File: src/rtl/id_pkg.sv
// Shared decode definitions for the instruction-decode stage: opcode constants,
// the one-hot class vector, the opcode decoder and the immediate extender.
package id_pkg;

   localparam int unsigned OP_W  = 7;
   localparam int unsigned IMM_W = 16;
   localparam int unsigned EXT_W = 64;

   localparam logic [OP_W-1:0] OP_CMP = 7'b0000100;
   localparam logic [OP_W-1:0] OP_LD  = 7'b0011000;
   localparam logic [OP_W-1:0] OP_ST  = 7'b0011001;

   typedef struct packed {
      logic inte;
      logic lgc;
      logic shift;
      logic set;
      logic ld;
      logic st;
      logic br;
      logic und;
   } cls_t;

   typedef struct packed {
      cls_t cls;
      logic wr_rd;
   } dec_t;

   function automatic dec_t decode(input logic [OP_W-1:0] op);
      dec_t d;
      d = '0;
      if (op[6:3] == 4'b0000)                         d.cls.inte  = 1'b1;
      else if (op[6:3] == 4'b0001 && op[2:0] <= 3'd5) d.cls.shift = 1'b1;
      else if (op[6:2] == 5'b00100)                   d.cls.lgc   = 1'b1;
      else if (op[6:1] == 6'b001011)                  d.cls.set   = 1'b1;
      else if (op == OP_LD)                           d.cls.ld    = 1'b1;
      else if (op == OP_ST)                           d.cls.st    = 1'b1;
      else if (op[6:2] == 5'b00111)                   d.cls.br    = 1'b1;
      else                                            d.cls.und   = 1'b1;
      d.wr_rd = (d.cls.inte && op != OP_CMP) || d.cls.shift || d.cls.lgc ||
                d.cls.set || d.cls.ld;
      return d;
   endfunction

   // Shift immediates are unsigned, every other class sign-extends.
   function automatic logic [EXT_W-1:0] extend(input logic [IMM_W-1:0] imm, input logic zext);
      logic [EXT_W-1:0] r;
      if (zext) r = {{(EXT_W-IMM_W){1'b0}}, imm};
      else      r = {{(EXT_W-IMM_W){imm[IMM_W-1]}}, imm};
      return r;
   endfunction

endpackage

File: src/rtl/gpr_scoreboard.sv
// Register file with per-register reservation bits, write-back bypass,
// two read ports, one write port and reservation set/clear ports.
module gpr_scoreboard #(
   parameter int unsigned XLEN = 32,
   parameter int unsigned NREG = 16,
   parameter int unsigned RA_W = $clog2(NREG)
) (
   input  logic            clk,
   input  logic            rst,
   input  logic [RA_W-1:0] ra0,
   input  logic [RA_W-1:0] ra1,
   output logic [XLEN-1:0] rdata0_c,
   output logic [XLEN-1:0] rdata1_c,
   output logic            busy0_c,
   output logic            busy1_c,
   input  logic            wb,
   input  logic [RA_W-1:0] wb_r,
   input  logic [XLEN-1:0] wb_data,
   input  logic            set_en,
   input  logic [RA_W-1:0] set_r,
   input  logic            clr_en,
   input  logic [RA_W-1:0] clr_r
);

   logic [XLEN-1:0] regs [NREG];
   logic [NREG-1:0] rsv;
   logic [NREG-1:0] rsv_nxt;

   function automatic logic [XLEN-1:0] rd_val(input logic [RA_W-1:0] a);
      logic [XLEN-1:0] v;
      if (a == '0)                  v = '0;
      else if (wb && wb_r == a)     v = wb_data;
      else                          v = regs[a];
      return v;
   endfunction

   // A reservation being released by this cycle's write-back is already free.
   function automatic logic is_busy(input logic [RA_W-1:0] a);
      return rsv[a] && !(wb && wb_r == a);
   endfunction

   assign rdata0_c = rd_val(ra0);
   assign rdata1_c = rd_val(ra1);
   assign busy0_c  = is_busy(ra0);
   assign busy1_c  = is_busy(ra1);

   // Issue set takes priority over any clear of the same register.
   always_comb begin
      rsv_nxt = rsv;
      if (wb)                      rsv_nxt[wb_r]  = 1'b0;
      if (clr_en)                  rsv_nxt[clr_r] = 1'b0;
      if (set_en && set_r != '0)   rsv_nxt[set_r] = 1'b1;
      rsv_nxt[0] = 1'b0;
   end

   always_ff @(posedge clk or negedge rst) begin
      if (!rst) begin
         for (int i = 0; i < int'(NREG); i++) regs[i] <= '0;
         rsv <= '0;
      end else begin
         if (wb && wb_r != '0) regs[wb_r] <= wb_data;
         rsv <= rsv_nxt;
      end
   end

endmodule

File: src/rtl/id_stage_p.sv
// Instruction-decode stage: decode, operand read with hazard stall,
// and a single valid/ready output slot with flush.
module id_stage_p
   import id_pkg::*;
#(
   parameter int unsigned XLEN = 32,
   parameter int unsigned NREG = 16,
   parameter int unsigned RA_W = $clog2(NREG)
) (
   input  logic            clk,
   input  logic            rst,
   input  logic [31:0]     inst_i,
   input  logic            in_valid_i,
   output logic            in_ready_o,
   output logic            out_valid_o,
   input  logic            out_ready_i,
   input  logic            flush_i,
   input  logic            wb_i,
   input  logic [RA_W-1:0] wb_r_i,
   input  logic [XLEN-1:0] wb_data_i,
   output logic [XLEN-1:0] opr0_value_o,
   output logic [XLEN-1:0] opr1_value_o,
   output logic [RA_W-1:0] rd_addr_o,
   output logic            wr_rd_o,
   output logic            ctrl_inte_o,
   output logic            ctrl_logic_o,
   output logic            ctrl_shift_o,
   output logic            ctrl_set_o,
   output logic            ctrl_ld_o,
   output logic            ctrl_st_o,
   output logic            ctrl_br_o,
   output logic            ctrl_und_o,
   output logic            stall_o
);

   dec_t            dec;
   logic            imm_sel;
   logic [RA_W-1:0] rd_a;
   logic [RA_W-1:0] rs_a;
   logic [XLEN-1:0] rd_val_c;
   logic [XLEN-1:0] rs_val_c;
   logic            rd_busy_c;
   logic            rs_busy_c;
   logic            hazard;
   logic            accept;
   logic [XLEN-1:0] opr0_nxt;
   logic [XLEN-1:0] opr1_nxt;
   cls_t            slot_cls;

   assign dec     = decode(inst_i[31:25]);
   assign imm_sel = inst_i[24];
   assign rd_a    = inst_i[20 +: RA_W];
   assign rs_a    = inst_i[16 +: RA_W];

   gpr_scoreboard #(.XLEN(XLEN), .NREG(NREG), .RA_W(RA_W)) u_gpr (
      .clk      (clk),
      .rst      (rst),
      .ra0      (rd_a),
      .ra1      (rs_a),
      .rdata0_c (rd_val_c),
      .rdata1_c (rs_val_c),
      .busy0_c  (rd_busy_c),
      .busy1_c  (rs_busy_c),
      .wb       (wb_i),
      .wb_r     (wb_r_i),
      .wb_data  (wb_data_i),
      .set_en   (accept && dec.wr_rd),
      .set_r    (rd_a),
      .clr_en   (flush_i && out_valid_o && wr_rd_o),
      .clr_r    (rd_addr_o)
   );

   // rs only matters when it is actually read, i.e. no immediate.
   assign hazard     = rd_busy_c || (rs_busy_c && !imm_sel);
   assign in_ready_o = !hazard && !flush_i && (!out_valid_o || out_ready_i);
   assign stall_o    = in_valid_i && hazard;
   assign accept     = in_valid_i && in_ready_o;

   always_comb begin
      opr0_nxt = rd_val_c;
      opr1_nxt = imm_sel ? XLEN'(extend(inst_i[15:0], dec.cls.shift)) : rs_val_c;
      if (dec.cls.und) begin
         opr0_nxt = '0;
         opr1_nxt = '0;
      end
   end

   // Output slot: load on accept, drain on handshake or flush, else hold.
   always_ff @(posedge clk or negedge rst) begin
      if (!rst) begin
         out_valid_o  <= 1'b0;
         opr0_value_o <= '0;
         opr1_value_o <= '0;
         rd_addr_o    <= '0;
         wr_rd_o      <= 1'b0;
         slot_cls     <= '0;
      end else if (accept) begin
         out_valid_o  <= 1'b1;
         opr0_value_o <= opr0_nxt;
         opr1_value_o <= opr1_nxt;
         rd_addr_o    <= rd_a;
         wr_rd_o      <= dec.wr_rd;
         slot_cls     <= dec.cls;
      end else if (flush_i || out_ready_i) begin
         out_valid_o  <= 1'b0;
      end
   end

   assign ctrl_inte_o  = slot_cls.inte;
   assign ctrl_logic_o = slot_cls.lgc;
   assign ctrl_shift_o = slot_cls.shift;
   assign ctrl_set_o   = slot_cls.set;
   assign ctrl_ld_o    = slot_cls.ld;
   assign ctrl_st_o    = slot_cls.st;
   assign ctrl_br_o    = slot_cls.br;
   assign ctrl_und_o   = slot_cls.und;

endmodule

File: config.mk
export PLATFORM = sky130hd
export DESIGN_NAME = id_stage_p
export DESIGN_NICKNAME = d
export VERILOG_FILES = /design/src/rtl/id_pkg.sv /design/src/rtl/gpr_scoreboard.sv /design/src/rtl/id_stage_p.sv
export SDC_FILE = /design/constraint.sdc
export NUM_CORES = 1
export LEC_CHECK = 0
export CAP_MARGIN = 20
export CORE_AREA = 2 2 258 260
export DETAILED_ROUTE_END_ITERATION = 10
export DIE_AREA = 0 0 260 262
export HOLD_SLACK_MARGIN = 0.1
export PLACE_DENSITY_LB_ADDON = 0.12
export SLEW_MARGIN = 20
export SYNTH_ARGS = -nofsm -noshare
export SYNTH_HDL_FRONTEND = slang
export SYNTH_SLANG_ARGS = --single-unit
File: constraint.sdc
create_clock -name clk -period 2.2 [get_ports clk]
set_clock_uncertainty 0.2 [all_clocks]
set_input_delay 0.44 -clock clk [delete_from_list [all_inputs] [get_ports clk]]
set_output_delay 0.44 -clock clk [all_outputs]
set_load 0.05 [all_outputs]
# Yosys cells after proc, flatten, opt, wreduce, memory -nomap -nowiden
# Cells that the tools add are included.
# word_totals
regBits	605
input_bits	74
out_inout_bits	80
# classes
n_lt_le_gt_ge	12
eq_ne	9
n_mux	47
n_bitwise	8
n_reduce_logical	39
# ops
operator	count
512-bit bitwise mux	1
32-bit two-way mux	13
32-bit binary-select mux with 4-bit select	2
32-bit demux with 4-bit select	1
16-bit two-way mux	3
16-bit bitwise AND	2
16-bit NOT	2
1-bit logical AND	20
4-bit by 5-bit < comparator with 1-bit output (second input constant)	4
1-bit two-way mux	16
16-bit bitwise OR	1
5-bit >= comparator (second input constant)	3
4-bit NOT with 5-bit output	3
7-bit by 5-bit equality test with 1-bit output (second input constant)	2
1-bit demux with 4-bit select	3
4-bit by 1-bit >= comparator with 1-bit output (second input constant)	3
4-bit logical NOT	3
5-bit by 3-bit equality test with 1-bit output (second input constant)	2
5-bit two-way mux	2
1-bit binary-select mux with 4-bit select	2
4-bit equality test	2
4-bit nonzero test	2
1-bit logical OR	7
7-bit two-way mux	1
10 further kinds	15

# Longest topological paths before layout
# depth
ltp_word	15
depth_mapped	11
ltp_nobuf	6

# Modules after synthesis
# A second synthesis with hierarchy kept.
# unflattened
cells_unflattened	2169
hier_area_um2	32105.8
# by_module_without_submodules
module	instances	cells_each	area_per_inst_um2	seq_area_each_um2
gpr_scoreboard	1	1880	28823.9	13187.6
id_stage_p	1	289	3281.9	1951.9

# Least setup slack after synthesis
# No wires, ideal clock.
# synth_timing
kind	input -> register
startpoint	input inst_i[21]
endpoint	register opr0_value_o[10]
setup_time_ns	0.121
t_arrival_ns	2.439
setup_slack_ns	-0.560
cell_stages	8
n_path_buf	4
path_cell_list	buf_6 -> buf_6 -> buf_2 -> clkbuf_1 -> mux4_2 -> mux4_2 -> mux2_2 -> a22o_1
# synth_via
elab_chain_len	9
# synth_rtl
item	line_no	text
from (decl)	id_stage_p.sv:12	input logic [31:0] inst_i,
parallel branches: the longest is 9 deep, another holds 32-bit binary-select mux with 4-bit select	n/a	
to (signal assigned)	id_stage_p.sv:99	opr0_value_o <= opr0_nxt;
to (decl)	id_stage_p.sv:21	output logic [XLEN-1:0] opr0_value_o,
# Several ways; the timed one is not identified. The select of a mux whose other input is x is not followed.
# A chain may end at the register's enable or synchronous reset.

# Worst setup path after layout
# layout_timing
startpoint	register u_gpr.rsv[3]
endpoint	output in_ready_o
# layout_via
elab_chain_len	8
# layout_rtl
item	line_no	text
from (decl)	gpr_scoreboard.sv:26	logic [NREG-1:0] rsv;
from (signal assigned)	gpr_scoreboard.sv:62	rsv <= rsv_nxt;
1-bit binary-select mux with 4-bit select	gpr_scoreboard.sv:39	return rsv[a] && !(wb && wb_r == a);
1-bit two-way mux (not written as such)	gpr_scoreboard.sv:39	
1-bit logical AND	gpr_scoreboard.sv:39	
1-bit logical AND	id_stage_p.sv:74	assign hazard = rd_busy_c || (rs_busy_c && !imm_sel);
1-bit logical OR *	id_stage_p.sv:74	
1-bit logical NOT *	id_stage_p.sv:75	assign in_ready_o = !hazard && !flush_i && (!out_valid_o || out_ready_i);
1-bit logical AND * (2 in series)	id_stage_p.sv:75	
to (decl)	id_stage_p.sv:14	output logic in_ready_o,
# Mark *: on every way between the ends. The rest lies on a longest branch, timed or not. The select of a mux whose other input is x is not followed.

==> summary.txt <==
Clocking
  • Num Clock Sinks: between 600 and 700
  • Clk root buf: clkbuf_16
  • CTS Buf Count: 69
  • CTS tree: done
  • Longest Clk Path Bufs: 3
  • Clk_lat worst skew: 610 ps
  • Worst-path clk slew: about 60 ps
  • CTS HTree Levels: 3

Critical path
  • Startpoint Class: flip-flop
  • Max FO, Critical Path: 3
  • CP arrival: between 2000 and 2500 ps
  • Crit path largest cell delay: between 400 and 500 ps
  • Reg2reg path depth: 12
  • Worst setup EP type: output pin
  • CP max stage cell: dfrtp_1
  • Worst Path Required: around 1600 ps
  • CP Class: flip-flop to output pin
  • Crit-path cells: mux2_1 -> a221oi_1 -> o21ai_1 -> a32oi_2 -> buf_4 -> and2_4 -> buf_12

Place
  • Place WS: -1020 ps
  • Hpwl dp: 62600 um
  • IO buf count: 153
  • Placed cells: 3130
  • RePlAce Congestion: approximately 0.86

Floorplanning
  • Core area: ~0.065 sq mm
  • Die Ht: around 260 um
  • Ports: 154
  • Row Count: 94
  • Die Area: 0.0681 sq mm
  • Starting Density: 48.7%
  • Die width: 260 um

Global route
  • Initial antenna violation count: 2
  • First-pass GRT wire length: 151000 um
  • Vias in the first global route: roughly 23000
  • Total GRT Usage: 30.2%
  • Gr ovfl total: 0
  • Largest net degree at the start of global routing: between 90 and 100

Pwr
  • Power per cell area: about 890 mW/mm^2
  • Leakage power: ~17 nW
  • Pwr Total: ~35 mW
  • VDD IR max: 0.765 mV

STA
  • Fmax achieved: about 330 MHz
  • Fin worst setup slack: -842 ps
  • Pins over their slew limit: 0
  • Final critical-path required period: 3040 ps
  • Worst slew pin tran: ~690 ps
  • WHS: 142 ps
  • Final Setup Violations: 95
  • Final Hold Fails: 0
  • RSZ-0062 raised after global routing: true
  • Worst rel slew slack: a little over half
  • Final period util: 138%

Synth
  • Post-synth EDFFs: 0
  • Cells after Synth: 2105
  • #FFs+latches synth: about 600
  • Top_reg_cell synth: dfrtp_1
  • Ys async rst share: 100%
  • Post-synthesis sequential area ratio: 47.6%
  • Syn_area_per_cell: around 15 sq um
  • Synth warn: 0
  • Netlist cell types: 62
  • Syn Nets: between 2000 and 2500
  • Synthesized area: approximately 0.032 sq mm

Routing
  • Drt pass-1 iters: 5
  • Final wirelength: ~100000 um
  • DR vias: ~21000
  • WL per Instance: approximately 31 um
  • Antenna-violating nets left: 0
  • Starting DRT DRC Count: approximately 1800
  • DR vias/cell: between 6 and 7
  • DR DRC count: 0

Hold path
  • HP Class: input pin to flip-flop
  • Hold path cells: 3

Finish
  • Commonest non-fill, non-tap cell in the layout: dfrtp_1
  • Nets: 2443
  • Share of layout cells above drive strength 1: between 50% and 60%
  • Area Growth Syn to Fin: 24.3%
  • Fin cells: between 3000 and 4000
  • Most frequent cells in the layout: 605 x dfrtp_1, 503 x mux2_2, 275 x mux4_2, 240 x buf_4, 83 x buf_12
  • Antenna Cells: 0
  • FILL cells: a little under 5000
  • Final core occ: between 60% and 70%

Status
  • Failing checks: setup timing
  • Run status: finished, violations left

Run
  • Max-capacitance violation count: 0
[sequential cells by signal, summed over array words and instances, names as in the netlist, 4 cells and up]
name	cells
opr0_value_o	32
rd_addr_o	4
opr1_value_o	32
u_gpr.rsv	15
u_gpr.regs	512
[critical path, delay by kind of cell (launching register included)]
family                 cells  cell delay, ps
buffers and inverters      2             270
flip-flops                 1             410
AND/OR/NAND/NOR            1             140
multiplexers               1             310
AO/OA/AOI/OAI              3             660
[cell usage after synthesis (4+ instances only)]
| cell | number | area [sq um] |
|---|---|---|
| buf_1 | 9 | 33.8 |
| nor2_1 | 21 | 78.8 |
| o31ai_1 | 8 | 60.1 |
| nor2b_1 | 21 | 131 |
| dfrtp_1 | 605 | 15100 |
| buf_4 | 7 | 52.6 |
| mux2_2 | 535 | 6020 |
| nand2_1 | 38 | 143 |
| nand3_1 | 27 | 135 |
| mux2_1 | 16 | 180 |
| and2_1 | 7 | 43.8 |
| o21a_1 | 16 | 120 |
| o21ai_1 | 12 | 60.1 |
| buf_6 | 13 | 146 |
| clkbuf_1 | 171 | 642 |
| o21ai_0 | 31 | 155 |
| or3_1 | 5 | 31.3 |
| a221oi_1 | 18 | 158 |
| nand2b_1 | 8 | 50.1 |
| a211oi_1 | 12 | 90.1 |
| o221ai_1 | 9 | 78.8 |
| a22o_1 | 32 | 280 |
| mux2i_1 | 55 | 551 |
| a22oi_1 | 24 | 180 |
| mux4_2 | 275 | 6190 |
| xor2_1 | 7 | 61.3 |
| buf_2 | 32 | 160 |
| a21oi_1 | 11 | 55.1 |
| inv_1 | 4 | 15.0 |
| o2bb2ai_1 | 16 | 140 |
| a221o_1 | 11 | 110 |
[logic make-up after synthesis]
family,synth area share [%]
compound gates,5.36
xor+xnor,0.248
buf+inv,3.53
flops,47.6
simple gates,2.37
mux,40.8
[metal layers]
metal / track usage (%) / vias to the layer above / routed length (um)
met3: 5.21 / 246 / 6220
met1: 40.8 / 11500 / 41300
met5: 0 / - / 14
met4: 12.9 / 2 / 4300
met2: 48.5 / 901 / 48500
li1: - / 8708 / -
[worst paths after layout]
check / startpoint / endpoint / slack (ps)
setup / recovery: u_gpr.rsv[3]$_DFF_PN0_ / in_ready_o / -840
hold / removal: inst_i[21] / rd_addr_o[1]$_DFFE_PN0P_ / 140
setup reg to reg: u_gpr.rsv[3]$_DFF_PN0_ / opr1_value_o[27]$_DFFE_PN0P_ / -630
hold reg to reg: u_gpr.regs[506]$_DFFE_PN0P_ / u_gpr.regs[506]$_DFFE_PN0P_ / 200
max in group asynchronous: rst / opr0_value_o[5]$_DFFE_PN0P_ / 690
min in group asynchronous: rst / u_gpr.regs[385]$_DFFE_PN0P_ / 250
[where the power goes]
group / internal (mW) / switching [mW] / leakage [nW] / total, mW
Sequential: 13.4 / 1.75 / 7.60 / 15.1
Combinational: 5.11 / 3.50 / 8.18 / 8.62
Clock: 6.77 / 4.67 / 1.10 / 11.4
Total: 25.3 / 9.93 / 16.9 / 35.2
[what timing repair did]
| item | CTS | global route |
|---|---|---|
| hold buffers | 3 | 0 |
| hold endpoints to repair | 594 | 0 |
| buffers inserted | 20 | 10 |
| setup endpoints to repair | 109 | 168 |
| gates resized for setup | 108 | 56 |
| gates cloned | 12 | 0 |
| pin swaps | 47 | 16 |
[metrics by stage]
step / cell area (sq um) / TNS (ps)
after floorplan: 32300 / -21820
after global placement: 36200 / -305080
after detailed placement: 36200 / -309890
after CTS: 39400 / -47470
after global routing: 39500 / -56040
final: 39500 / -51570
[area by class of cell]
class	count	area, sq um	area share, %
sequential	605	15100	38.3
clock buffer	101	2080	5.27
inverter	6	22.5	0.0570
tap	864	1080	2.74
clock inverter	14	146	0.371
multi-input combinational	1258	16400	41.5
timing repair buffer	429	4650	11.8
Power figures use the tool's default switching activity.
